--- config.mk ---
export PLATFORM = sky130hd
export DESIGN_NAME = ahb_arbiter_rr
export DESIGN_NICKNAME = d
export VERILOG_FILES = /design/src/rtl/ahb_arb_pkg.sv /design/src/rtl/rr_pick.sv /design/src/rtl/ahb_arbiter_rr.sv
export SDC_FILE = /design/constraint.sdc
export NUM_CORES = 1
export LEC_CHECK = 0
export ABC_AREA = 1
export ABC_CLOCK_PERIOD_IN_PS = 2750
export CAP_MARGIN = 10
export CORE_ASPECT_RATIO = 1.25
export CORE_MARGIN = 2
export CORE_UTILIZATION = 43
export CTS_BUF_LIST = sky130_fd_sc_hd__clkbuf_8 sky130_fd_sc_hd__clkbuf_16
export DETAILED_ROUTE_END_ITERATION = 6
export PLACE_DENSITY_LB_ADDON = 0.12
export SLEW_MARGIN = 10
export SYNTH_ARGS = -nofsm -noshare
export SYNTH_HDL_FRONTEND = slang
export SYNTH_HIERARCHICAL = 1
export SYNTH_SLANG_ARGS = --single-unit
--- constraint.sdc ---
create_clock -name HCLK -period 2.75 [get_ports HCLK]
set_clock_uncertainty 0.1 [all_clocks]
set_input_delay 0.4125 -clock HCLK [delete_from_list [all_inputs] [get_ports HCLK]]
set_output_delay 0.4125 -clock HCLK [all_outputs]
set_load 0.01 [all_outputs]
--- src/rtl/ahb_arb_pkg.sv ---
// Shared types and helpers for the round-robin AHB arbiter.
package ahb_arb_pkg;

    localparam int MAX_MASTERS = 16;
    localparam int IDX_W       = $clog2(MAX_MASTERS);

    typedef enum logic [1:0] {
        OKAY  = 2'b00,
        ERROR = 2'b01,
        RETRY = 2'b10,
        SPLIT = 2'b11
    } hresp_t;

    // OR of set-bit indices; exact for a one-hot input, no priority chain.
    function automatic logic [IDX_W-1:0] onehot2idx(input logic [MAX_MASTERS-1:0] oh);
        logic [IDX_W-1:0] idx;
        idx = '0;
        for (int i = 0; i < MAX_MASTERS; i++) begin
            if (oh[i]) idx = idx | IDX_W'(i);
        end
        return idx;
    endfunction

endpackage

--- src/rtl/rr_pick.sv ---
// Combinational round-robin picker: first requester after 'last', wrapping.
module rr_pick #(
    parameter int N  = 4,
    parameter int MW = $clog2(N)
) (
    input  logic [N-1:0]  req,
    input  logic [MW-1:0] last,
    output logic [N-1:0]  gnt,
    output logic          valid
);

    // Two passes: requesters above 'last' first, then the wrap-around from index 0.
    always_comb begin
        gnt   = '0;
        valid = 1'b0;
        for (int i = 0; i < N; i++) begin
            if (!valid && req[i] && (i > int'(last))) begin
                gnt[i] = 1'b1;
                valid  = 1'b1;
            end
        end
        for (int i = 0; i < N; i++) begin
            if (!valid && req[i]) begin
                gnt[i] = 1'b1;
                valid  = 1'b1;
            end
        end
    end

endmodule

--- src/rtl/ahb_arbiter_rr.sv ---
// Round-robin AHB arbiter with lock hold and default-master fallback.
// Split masking is built only when AHB_ARB_SPLIT_EN is defined.
module ahb_arbiter_rr
    import ahb_arb_pkg::*;
#(
    parameter  int N_MASTERS      = 16,
    parameter  int DEFAULT_MASTER = 0,
    localparam int MW             = $clog2(N_MASTERS)
) (
    input  logic                 HCLK,
    input  logic                 HRESET,
    input  logic [N_MASTERS-1:0] HBUSREQx,
    input  logic [N_MASTERS-1:0] HLOCKx,
    input  logic [N_MASTERS-1:0] HSPLIT,
    input  logic [1:0]           HRESP,
    input  logic                 HREADY,
    output logic [N_MASTERS-1:0] HGRANTx,
    output logic [MW-1:0]        HMASTER,
    output logic                 HMASTLOCK
);

    localparam logic [N_MASTERS-1:0] DEF_GNT = N_MASTERS'(1) << DEFAULT_MASTER;
    localparam logic [MW-1:0]        DEF_IDX = MW'(DEFAULT_MASTER);

    logic [N_MASTERS-1:0]   grant_q, grant_d;
    logic [MW-1:0]          last_q, last_d;
    logic [MW-1:0]          hmaster_q, hmaster_d;
    logic                   hmastlock_q, hmastlock_d;
    logic [N_MASTERS-1:0]   splitmask;
    logic [N_MASTERS-1:0]   eligible;
    logic [N_MASTERS-1:0]   pick_gnt;
    logic                   pick_valid;
    logic [MAX_MASTERS-1:0] grant_wide, pick_wide;
    logic [IDX_W-1:0]       grant_idx_full, pick_idx_full;
    logic [MW-1:0]          grant_idx, pick_idx;
    logic                   lock_hold;
    logic                   unused_idx_hi;

    always_comb begin
        grant_wide                   = '0;
        grant_wide[N_MASTERS-1:0]    = grant_q;
        pick_wide                    = '0;
        pick_wide[N_MASTERS-1:0]     = pick_gnt;
    end

    assign grant_idx_full = onehot2idx(grant_wide);
    assign pick_idx_full  = onehot2idx(pick_wide);
    assign grant_idx      = grant_idx_full[MW-1:0];
    assign pick_idx       = pick_idx_full[MW-1:0];
    assign unused_idx_hi  = ^{grant_idx_full, pick_idx_full};

`ifdef AHB_ARB_SPLIT_EN
    logic [N_MASTERS-1:0] splitmask_q, splitmask_d, split_set;

    // Clear is applied after set so a same-cycle collision leaves the bit clear.
    always_comb begin
        split_set = '0;
        if (hresp_t'(HRESP) == SPLIT && !HREADY) split_set[hmaster_q] = 1'b1;
        splitmask_d = (splitmask_q | split_set) & ~HSPLIT;
    end

    always_ff @(posedge HCLK) begin
        if (HRESET) splitmask_q <= '0;
        else        splitmask_q <= splitmask_d;
    end

    assign splitmask = splitmask_q;
`else
    logic unused_split;
    assign splitmask    = '0;
    assign unused_split = ^{HSPLIT, HRESP};
`endif

    assign eligible  = HBUSREQx & ~splitmask;
    // A masked owner is not eligible, so its lock cannot keep the grant.
    assign lock_hold = HLOCKx[grant_idx] & eligible[grant_idx];

    rr_pick #(.N(N_MASTERS), .MW(MW)) u_pick (
        .req   (eligible),
        .last  (last_q),
        .gnt   (pick_gnt),
        .valid (pick_valid)
    );

    always_comb begin
        grant_d     = grant_q;
        last_d      = last_q;
        hmaster_d   = hmaster_q;
        hmastlock_d = hmastlock_q;
        if (HREADY) begin
            hmaster_d   = grant_idx;
            hmastlock_d = HLOCKx[grant_idx];
            if (!lock_hold) begin
                if (pick_valid) begin
                    grant_d = pick_gnt;
                    last_d  = pick_idx;
                end else begin
                    grant_d = DEF_GNT;
                end
            end
        end
    end

    always_ff @(posedge HCLK) begin
        if (HRESET) begin
            grant_q     <= DEF_GNT;
            last_q      <= DEF_IDX;
            hmaster_q   <= DEF_IDX;
            hmastlock_q <= 1'b0;
        end else begin
            grant_q     <= grant_d;
            last_q      <= last_d;
            hmaster_q   <= hmaster_d;
            hmastlock_q <= hmastlock_d;
        end
    end

    assign HGRANTx   = grant_q;
    assign HMASTER   = hmaster_q;
    assign HMASTLOCK = hmastlock_q;

endmodule

==> flow_summary.toml, run 1 <==
[clocking]
postCtsHoldBufs = 0
cts_made_buffers = 3
numClockSinks = 25
cts_htree_levels = 1
clock_tree.root_cell = "sky130_fd_sc_hd__clkbuf_8"
tritoncts = "built"
ctsLongestPathBuffers = 2
clock_transition_time_at_the_flip_flop_clock_pins_of_the_worst_setup_and_hold_paths_ns = 0.08
worstSkewPairLatency_ns = 0.27

[routing]
avgRoutedWirePerCell_um = 13.5
route.detailed.drc = 0
top_layer_used = "met4"
detail_route.first_pass.iterations = 5
drt_wl_total_um = 7520
route.met3.wl_um = 290
drt-initial-drc-count = 104
met2_wirelength_um = 3910
post_drt_antenna_nets = 0
num_vias = 2844
wl_met1_um = 3100
avgViaCountPerCell = 5.11

[power_and_ir_drop]
switching_share = 0.513
cell_internal_pwr_mw = 1.27
power_density_nw_per_um2 = 712
power_leakage_nw = 1.77
p_sw_mw = 1.34
total_power_mw = 2.61
clock_power_share = 0.083
vdd_ir_drop_max_mv = 0.394
seqPwrFrac = 0.195
gate_power_share = 0.723

[logic_synthesis]
synth-adder-area-share = 0
yosysSeqAreaShare = 0.213
synthXorXnorAreaFrac = 0
yosysWarnings = 6
syn-num-nets = 424
synthesis.area_per_instance_um2 = 6.33
complex_gate_fraction_of_the_synthesized_area = 0.163
synth_top_family_by_area = "simple AND/OR/NAND/NOR gates"
synth.cell_area_um2 = 2350
synthSimpleGateAreaFrac = 0.491
netlist_instances = 371
yosysUniqueCellTypes = 37
netlist_top_cells_area = "sky130_fd_sc_hd__dfxtp_1, sky130_fd_sc_hd__nand2_1, sky130_fd_sc_hd__nand3_1, sky130_fd_sc_hd__inv_1, sky130_fd_sc_hd__a21oi_2"
muxShareOfSynthArea = 0
postSynthRegisterBits = 25
synth_top_area_cell = "sky130_fd_sc_hd__dfxtp_1"
synth.top_cell.area_share = 0.213

[final_layout]
post_layout_nonfiller_instances = 557
layout-drive-gt1-share = 0.351
final_net_count = 547
fill_cell_total_of_the_finished_layout = 506
area_delta_synth_final_pct = 56.3
insertedDiodeCount = 0
core_util_final = 0.684
layout.cell_area.non_filler_um2 = 3670

[timing]
setup_total_negative_slack_ns = -5.12
slew_viol_final = 0
clock.fmax_mhz = 319
grt_setup_unrepaired = "yes"
timing_hold_violations_final = 0
tightestPinTransition_ns = 0.618
relSlewSlack = 0.584
layout_min_cycle_time_ns = 3.14
timing.final.crit_share = 1.14
postLayoutSetupSlackWorst_ns = -0.390
finalHoldWorstSlack_ns = 0.406
report.final.setup_viol = 20

[placed_design]
dp_cells = 529
placed_cell_area_um2 = 3280
port_buffers = 55
hpwl_um = 5640
preCtsSetupSlack_ns = -0.942
final_replace_weighted_congestion = 0.884

[setup_path]
crit_path_max_incr_delay_ns = 0.37
timing.critical_path.to_type = "flip-flop"
crit_type = "flip-flop to flip-flop"
worstPathRequired_ns = 2.81
worstPathMaxFanout = 3
worst_setup_path_start_kind = "flip-flop"
timing.critical_path.cells = "nor2_2 > inv_1 > a21oi_2 > nand2_1 > nand4_2 > nor2_2 > nand4_1 > nor2_2 > nand4_2 > nor2_2 > nand4_2 > nor2_4 > nand4_4 > nor2_4 > buf_4 > buf_6 > buf_6 > a22o_1 > or2_4 > nor4_2 > nand3_2 > nand2_1 > nor2_1"
cpMaxStageDelayCell = "sky130_fd_sc_hd__dfxtp_4"
cp_common_cell = "sky130_fd_sc_hd__nor2_2"
worst_ep_arrival_time_ns = 3.20

[outcome]
status = "finished, violations left"
failed_checks = "setup timing"

[floorplan]
die_area_um2 = 6070
row_count = 30
placeableCoreArea_um2 = 5370
die_w_um = 70.1
io_pins = 74
dieHeight_um = 86.6
floorplan.initialDensity = 0.438

[global_route]
antenna_found_initial = 0
grt_start_max_net_pins = 25
grt.total_usage = 0.237
grt_remaining_overflow = 0
grt_first_pass_wirelength_um = 11500
first_global_vias = 2586

[run]
drv_cap = 0

[hold_path]
hold_path.class = "flip-flop to flip-flop"
[final timing paths]
path,startpoint,to,slack [ns],depth (start not counted)
max,last_q[0],last_q[3],-0.39,23
min,HGRANTx[14],HGRANTx[14],0.41,2
max reg2reg,last_q[0],last_q[3],-0.39,23
min reg2reg,HGRANTx[14],HGRANTx[14],0.41,2
[cells in the mapped netlist (all sizes together)]
master	n
clkbuf	3
nor4	3
o21bai	4
nor3	4
a21oi	29
dfxtp	25
clkinv	1
nand3	53
o211ai	1
or2	4
buf	9
o21ai	23
a211oi	1
or4	1
inv	56
nor2	38
o22ai	2
a22o	1
o31ai	2
nand2	102
nand4	9
[repair_timing]
| item | CTS | global route |
|---|---|---|
| pin swaps | 12 | 10 |
| hold endpoints to repair | 0 | 0 |
| endpoints found under the setup margin | 20 | 20 |
| gates cloned | 1 | 2 |
| resized for setup | 41 | 28 |
| buffers inserted | 16 | 5 |
[cell families after synthesis]
| logic type | count (synthesis) |
|---|---|
| AO/OA/AOI/OAI | 63 |
| buffers and inverters | 69 |
| flip-flops | 25 |
| AND/OR/NAND/NOR | 214 |
[per-layer routing]
layer / vias up / GRT usage
li1: 1450 / -
met3: 17 / 0.0140
met1: 1302 / 0.282
met4: 0 / 0.0892
met2: 75 / 0.445
met5: - / 0
[state kept, by name, indices dropped and copies added (netlist names)]
| signal | cells |
|---|---|
| HGRANTx | 16 |
| HMASTER | 4 |
| HMASTLOCK | 1 |
| last_q | 4 |
[power by group through the flow]
stage / Clock, mW / Combinational, mW / Sequential (mW)
global placement: 0 / 1.75 / 0.498
floorplan: 0 / 1.36 / 0.517
CTS: 0.219 / 1.82 / 0.507
detailed placement: 0 / 1.77 / 0.498
finish: 0.215 / 1.89 / 0.508
global route: 0.234 / 2.08 / 0.515
[layout make-up]
type / count / area, µm² / area share
tap: 64 / 80.1 / 0.0218
sequential: 25 / 515 / 0.140
multi-input combinational: 277 / 1670 / 0.454
inverter: 57 / 231 / 0.0631
clock buffer: 3 / 41.3 / 0.0113
clock inverter: 1 / 3.75 / 0.00102
timing repair buffer: 130 / 1130 / 0.308
[worst max-delay path, delay by kind of cell (launching register included)]
family,cells,cell delay [ns]
buf+inv,4,0.43
simple gates,17,1.71
flops,1,0.37
compound gates,2,0.42
[cells in the final DEF (no fill, tap or decap), drive strengths merged, types with 4 or more instances in the layout]
master / netlist / layout
o21ai: 23 / 23
inv: 56 / 57
nor2: 38 / 38
buf: 9 / 76
clkdlybuf4s50: 0 / 50
a21oi: 29 / 29
o21bai: 4 / 4
dfxtp: 25 / 25
or2: 4 / 4
nor3: 4 / 4
nand4: 9 / 9
nand3: 53 / 53
nand2: 102 / 102
No activity file was read; power rests on OpenSTA's default activity.
==> run 2, diff against run 1 <==
==> constraint.sdc (replaced) <==
create_clock -name HCLK -period 2.75 [get_ports HCLK]
set_clock_uncertainty 0.1 [all_clocks]
set_input_delay 0.4125 -clock HCLK [delete_from_list [all_inputs] [get_ports HCLK]]
set_output_delay 0.4125 -clock HCLK [all_outputs]
set_load 0.1 [all_outputs]
==> flow_summary.toml, run 2 (same netlist as run 1, synthesis figures left out) <==
[routing]
detail_route.first_pass.iterations = 4
avgViaCountPerCell = 5.09
num_vias = 2835
drt_wl_total_um = 7490
route.detailed.drc = 0
post_drt_antenna_nets = 0
avgRoutedWirePerCell_um = 13.4
drt-initial-drc-count = 145

[timing]
postLayoutSetupSlackWorst_ns = -0.340
timing.final.crit_share = 1.12
timing_hold_violations_final = 0
slew_viol_final = 0
grt_setup_unrepaired = "yes"
tightestPinTransition_ns = 0.560
setup_total_negative_slack_ns = -4.20
clock.fmax_mhz = 324
layout_min_cycle_time_ns = 3.09
finalHoldWorstSlack_ns = 0.407
report.final.setup_viol = 20
relSlewSlack = 0.623

[final_layout]
mostFrequentLayoutCells = "sky130_fd_sc_hd__buf_4, sky130_fd_sc_hd__nand2_1, sky130_fd_sc_hd__inv_1, sky130_fd_sc_hd__nand3_1, sky130_fd_sc_hd__clkdlybuf4s50_1"
insertedDiodeCount = 0
final_net_count = 547
area_delta_synth_final_pct = 50.7
largest_register_ff_count = 16
layout_commonest_cell = "sky130_fd_sc_hd__buf_4"
core_util_final = 0.659
layout-drive-gt1-share = 0.345

[clocking]
ctsLongestPathBuffers = 2
postCtsHoldBufs = 0
cts_htree_levels = 1
worstSkewPairLatency_ns = 0.27
tritoncts = "built"
numClockSinks = 25
clock_tree.root_cell = "sky130_fd_sc_hd__clkbuf_8"
clock_transition_time_at_the_flip_flop_clock_pins_of_the_worst_setup_and_hold_paths_ns = 0.08
cts_made_buffers = 3

[power_and_ir_drop]
power_leakage_nw = 1.82
power_density_nw_per_um2 = 823
total_power_mw = 2.91
vdd_ir_drop_max_mv = 0.450

[setup_path]
worst_setup_path_start_kind = "flip-flop"
r2r_start = "last_q[3]"
timing.critical_path.to_type = "flip-flop"
worstPathMaxFanout = 5
worstSetupStartpoint = "last_q[3]"
crit_type = "flip-flop to flip-flop"
worst_ep_arrival_time_ns = 3.19
worstPathRequired_ns = 2.85

[floorplan]
die_area_um2 = 6070
dieHeight_um = 86.6
io_pins = 74
placeableCoreArea_um2 = 5370
floorplan.initialDensity = 0.438
die_w_um = 70.1
row_count = 30

[global_route]
antenna_found_initial = 0
grt_remaining_overflow = 0
grt_first_pass_wirelength_um = 12100
grt_start_max_net_pins = 25
first_global_vias = 2682
grt.total_usage = 0.248

[placed_design]
final_replace_weighted_congestion = 0.872
port_buffers = 55
hpwl_um = 5910
preCtsSetupSlack_ns = -0.929

[outcome]
failed_checks = "setup timing"
status = "finished, violations left"

[run]
drv_cap = 0

[hold_path]
hold_path.class = "flip-flop to flip-flop"
hold_path_startpoint = "HGRANTx[2]"
## run 2: repair_timing
item	CTS	global route
pin swaps	19	20
hold endpoints to repair	0	0
buffers inserted	18	3
gates resized for setup	26	7
endpoints found under the setup margin	20	20
## run 2: path summary, 6_finish.rpt
check,endpoint,slack (ns),cells past startpoint
setup / recovery,last_q[2],-0.34,25
hold / removal,HGRANTx[2],0.41,2
setup reg to reg,last_q[2],-0.34,25
hold reg to reg,HGRANTx[2],0.41,2
## run 2: area by class of cell
type,count,area [µm²]
Fill cell,506,1830
Multi-Input combinational cell,277,1610
Timing Repair Buffer,130,1050
Sequential cell,25,515
Inverter,57,231
Tap cell,64,80.1
Clock buffer,3,41.3
Clock inverter,1,3.75
## run 2: worst max-delay path: stages (launching register included)
cell and delay, ns:
sky130_fd_sc_hd__dfxtp_4 0.38, sky130_fd_sc_hd__nor2_2 0.07, sky130_fd_sc_hd__nand2_1 0.10, sky130_fd_sc_hd__nand3_2 0.11, sky130_fd_sc_hd__nor2_4 0.13, sky130_fd_sc_hd__nand4_2 0.09
sky130_fd_sc_hd__nor2_2 0.12, sky130_fd_sc_hd__nand4_1 0.10, sky130_fd_sc_hd__nor2_2 0.13, sky130_fd_sc_hd__nand4_2 0.10, sky130_fd_sc_hd__nor2_2 0.13, sky130_fd_sc_hd__nand4_2 0.11
sky130_fd_sc_hd__nor2_4 0.13, sky130_fd_sc_hd__nand4_4 0.10, sky130_fd_sc_hd__nor2_4 0.14, sky130_fd_sc_hd__nand4_4 0.12, sky130_fd_sc_hd__nor2_4 0.14, sky130_fd_sc_hd__nand2_2 0.07
sky130_fd_sc_hd__a21oi_2 0.15, sky130_fd_sc_hd__nor2_1 0.05, sky130_fd_sc_hd__inv_1 0.07, sky130_fd_sc_hd__buf_4 0.12, sky130_fd_sc_hd__nor4_1 0.05, sky130_fd_sc_hd__nand3_1 0.08
sky130_fd_sc_hd__nand2_1 0.05, sky130_fd_sc_hd__nor2_1 0.09
## run 2: routing by layer
layer | vias to the layer above | GRT usage | share of wire
met5 | - | 0 | 0
met4 | 0 | 0.0979 | 0.029
met3 | 17 | 0.0174 | 0.029
met2 | 71 | 0.467 | 0.53
met1 | 1301 | 0.292 | 0.41
li1 | 1446 | - | -
## run 2: power by group
group	internal [mW]	leakage, nW	total (mW)	switching, mW
combinational	0.743	1.58	2.19	1.45
sequential	0.440	0.207	0.513	0.0733
clock	0.0999	0.0269	0.212	0.112
## run 2: through the flow
stage               std cells  cell area (µm²)
finish                    557             3540
global route              557             3540
global placement          533             3260
detailed placement        533             3260
floorplan                 371             2380
CTS                       554             3480
==> run 3, diff against run 2 <==
--- a/config.mk
+++ b/config.mk
@@ -8,11 +8,14 @@
 export ABC_AREA = 1
 export ABC_CLOCK_PERIOD_IN_PS = 2750
 export CAP_MARGIN = 10
+export CELL_PAD_IN_SITES_DETAIL_PLACEMENT = 1
+export CELL_PAD_IN_SITES_GLOBAL_PLACEMENT = 2
 export CORE_ASPECT_RATIO = 1.25
 export CORE_MARGIN = 2
-export CORE_UTILIZATION = 43
+export CORE_UTILIZATION = 22
 export CTS_BUF_LIST = sky130_fd_sc_hd__clkbuf_8 sky130_fd_sc_hd__clkbuf_16
 export DETAILED_ROUTE_END_ITERATION = 6
+export GPL_TIMING_DRIVEN = 0
 export PLACE_DENSITY_LB_ADDON = 0.12
 export SLEW_MARGIN = 10
 export SYNTH_ARGS = -nofsm -noshare
==> flow_summary.toml, run 3 (same netlist as run 1, synthesis figures left out) <==
[outcome]
status = "finished, violations left"
failed_checks = "setup timing"

[floorplan]
die_area_um2 = 11500
row_count = 42
io_pins = 74
placeableCoreArea_um2 = 10500
die_w_um = 96.4
floorplan.initialDensity = 0.223
dieHeight_um = 120

[routing]
wl_met1_um = 4070
num_vias = 2656
avgRoutedWirePerCell_um = 14.9
route.met3.wl_um = 153
top_layer_used = "met4"
drt_wl_total_um = 8740
route.detailed.drc = 0
met2_wirelength_um = 4400
detail_route.first_pass.iterations = 4
post_drt_antenna_nets = 0
avgViaCountPerCell = 4.52
drt-initial-drc-count = 87

[clocking]
postCtsHoldBufs = 0
worstSkewPairLatency_ns = 0.26
tritoncts = "built"
cts_htree_levels = 1
clock_tree.root_cell = "sky130_fd_sc_hd__clkbuf_16"
cts_made_buffers = 3
clock_transition_time_at_the_flip_flop_clock_pins_of_the_worst_setup_and_hold_paths_ns = 0.06
ctsLongestPathBuffers = 2
numClockSinks = 25

[power_and_ir_drop]
power_leakage_nw = 1.61
seqPwrFrac = 0.163
p_sw_mw = 1.73
gate_power_share = 0.736
power_density_nw_per_um2 = 910
vdd_ir_drop_max_mv = 0.424
switching_share = 0.547
clock_power_share = 0.102
cell_internal_pwr_mw = 1.44
total_power_mw = 3.17

[global_route]
first_global_vias = 2707
grt_remaining_overflow = 0
grt_first_pass_wirelength_um = 13800
grt_start_max_net_pins = 14
antenna_found_initial = 0
grt.total_usage = 0.156

[placed_design]
hpwl_um = 7110
port_buffers = 53
placed_cell_area_um2 = 3070
final_replace_weighted_congestion = 0.762

[timing]
postLayoutSetupSlackWorst_ns = -0.452
layout_min_cycle_time_ns = 3.20
finalHoldWorstSlack_ns = 0.404
relSlewSlack = 0.350
timing_hold_violations_final = 0
grt_setup_unrepaired = "yes"
timing.final.crit_share = 1.16
setup_total_negative_slack_ns = -7.55
tightestPinTransition_ns = 0.972
clock.fmax_mhz = 312
report.final.setup_viol = 20
slew_viol_final = 0

[setup_path]
worstPathRequired_ns = 2.85
worst_ep_arrival_time_ns = 3.30
timing.critical_path.to_type = "flip-flop"
crit_type = "flip-flop to flip-flop"
worstPathMaxFanout = 5
ff2ff_path_depth = 23
worst_setup_path_start_kind = "flip-flop"

[run]
drv_cap = 0

[final_layout]
area_delta_synth_final_pct = 48.3
insertedDiodeCount = 0
layout-drive-gt1-share = 0.275
largest_register_ff_count = 16
final_net_count = 509
core_util_final = 0.331
layout.cell_area.non_filler_um2 = 3480
mostFrequentLayoutCells = "sky130_fd_sc_hd__nand2_1, sky130_fd_sc_hd__inv_1, sky130_fd_sc_hd__nand3_1, sky130_fd_sc_hd__clkdlybuf4s50_1, sky130_fd_sc_hd__buf_4"
layout_commonest_cell = "sky130_fd_sc_hd__nand2_1"

[hold_path]
hold_path_depth = 2
hold_path.class = "flip-flop to flip-flop"
==> run 3: what timing repair did <==
item / 4_1_cts / 5_1_grt
resized for setup: 34 / 23
endpoints found under the setup margin: 20 / 20
pin swaps: 17 / 21
setup buffers: 17 / 10
==> run 3: critical path: stages (launching register included) <==
cell and delay (ns):
sky130_fd_sc_hd__dfxtp_4 0.40, sky130_fd_sc_hd__nand2_4 0.08, sky130_fd_sc_hd__o211ai_1 0.18, sky130_fd_sc_hd__buf_4 0.15
sky130_fd_sc_hd__nand4_4 0.10, sky130_fd_sc_hd__nor2_4 0.11, sky130_fd_sc_hd__nand4_1 0.10, sky130_fd_sc_hd__nor2_2 0.14
sky130_fd_sc_hd__nand4_2 0.14, sky130_fd_sc_hd__nor2_4 0.15, sky130_fd_sc_hd__nand4_4 0.10, sky130_fd_sc_hd__nor2_4 0.12
sky130_fd_sc_hd__nand4_4 0.10, sky130_fd_sc_hd__nor2_4 0.13, sky130_fd_sc_hd__nand4_4 0.10, sky130_fd_sc_hd__nor2_4 0.16
sky130_fd_sc_hd__buf_4 0.13, sky130_fd_sc_hd__a21oi_1 0.04, sky130_fd_sc_hd__nor2_2 0.15, sky130_fd_sc_hd__or2_4 0.16
sky130_fd_sc_hd__nor4_1 0.05, sky130_fd_sc_hd__nand3_1 0.09, sky130_fd_sc_hd__nand2_1 0.05, sky130_fd_sc_hd__nor2_1 0.10
==> run 3: per-layer routing <==
metal,vias to the layer above,track usage
li1,1372,-
met1,1239,0.205
met2,39,0.273
met3,6,0.00879
met4,0,0.0440
met5,-,0
==> run 3: power by group through the flow <==
| stage | Sequential [mW] | Clock, mW | Combinational [mW] |
|---|---|---|---|
| after floorplan | 0.813 | 0 | 1.37 |
| after CTS | 0.511 | 0.336 | 2.30 |
| after global placement | 0.522 | 0 | 2.20 |
| after detailed placement | 0.520 | 0 | 2.21 |
| after global routing | 0.527 | 0.351 | 2.56 |
| final | 0.515 | 0.323 | 2.33 |
==> run 3: area by class of cell <==
| class | count | area [µm²] |
|---|---|---|
| Buffer | 12 | 110 |
| Clock buffer | 3 | 75.1 |
| Clock inverter | 1 | 3.75 |
| Fill cell | 1336 | 7030 |
| Inverter | 57 | 231 |
| Multi-Input combinational cell | 277 | 1660 |
| Sequential cell | 25 | 515 |
| Tap cell | 132 | 165 |
| Timing Repair Buffer | 80 | 722 |
==> run 3: worst paths after layout <==
check                                start    endpoint  slack [ns]
worst max-delay path             last_q[1]   last_q[0]       -0.45
worst min-delay path            HGRANTx[2]  HGRANTx[2]        0.40
worst max register to register   last_q[1]   last_q[0]       -0.45
worst min register to register  HGRANTx[2]  HGRANTx[2]        0.40
==> run 3: through the flow <==
stage	worst slack (ns)	std cells
floorplan	-0.196	371
global placement	-1.40	556
detailed placement	-1.41	556
CTS	-0.633	577
global route	-0.675	587
finish	-0.452	587
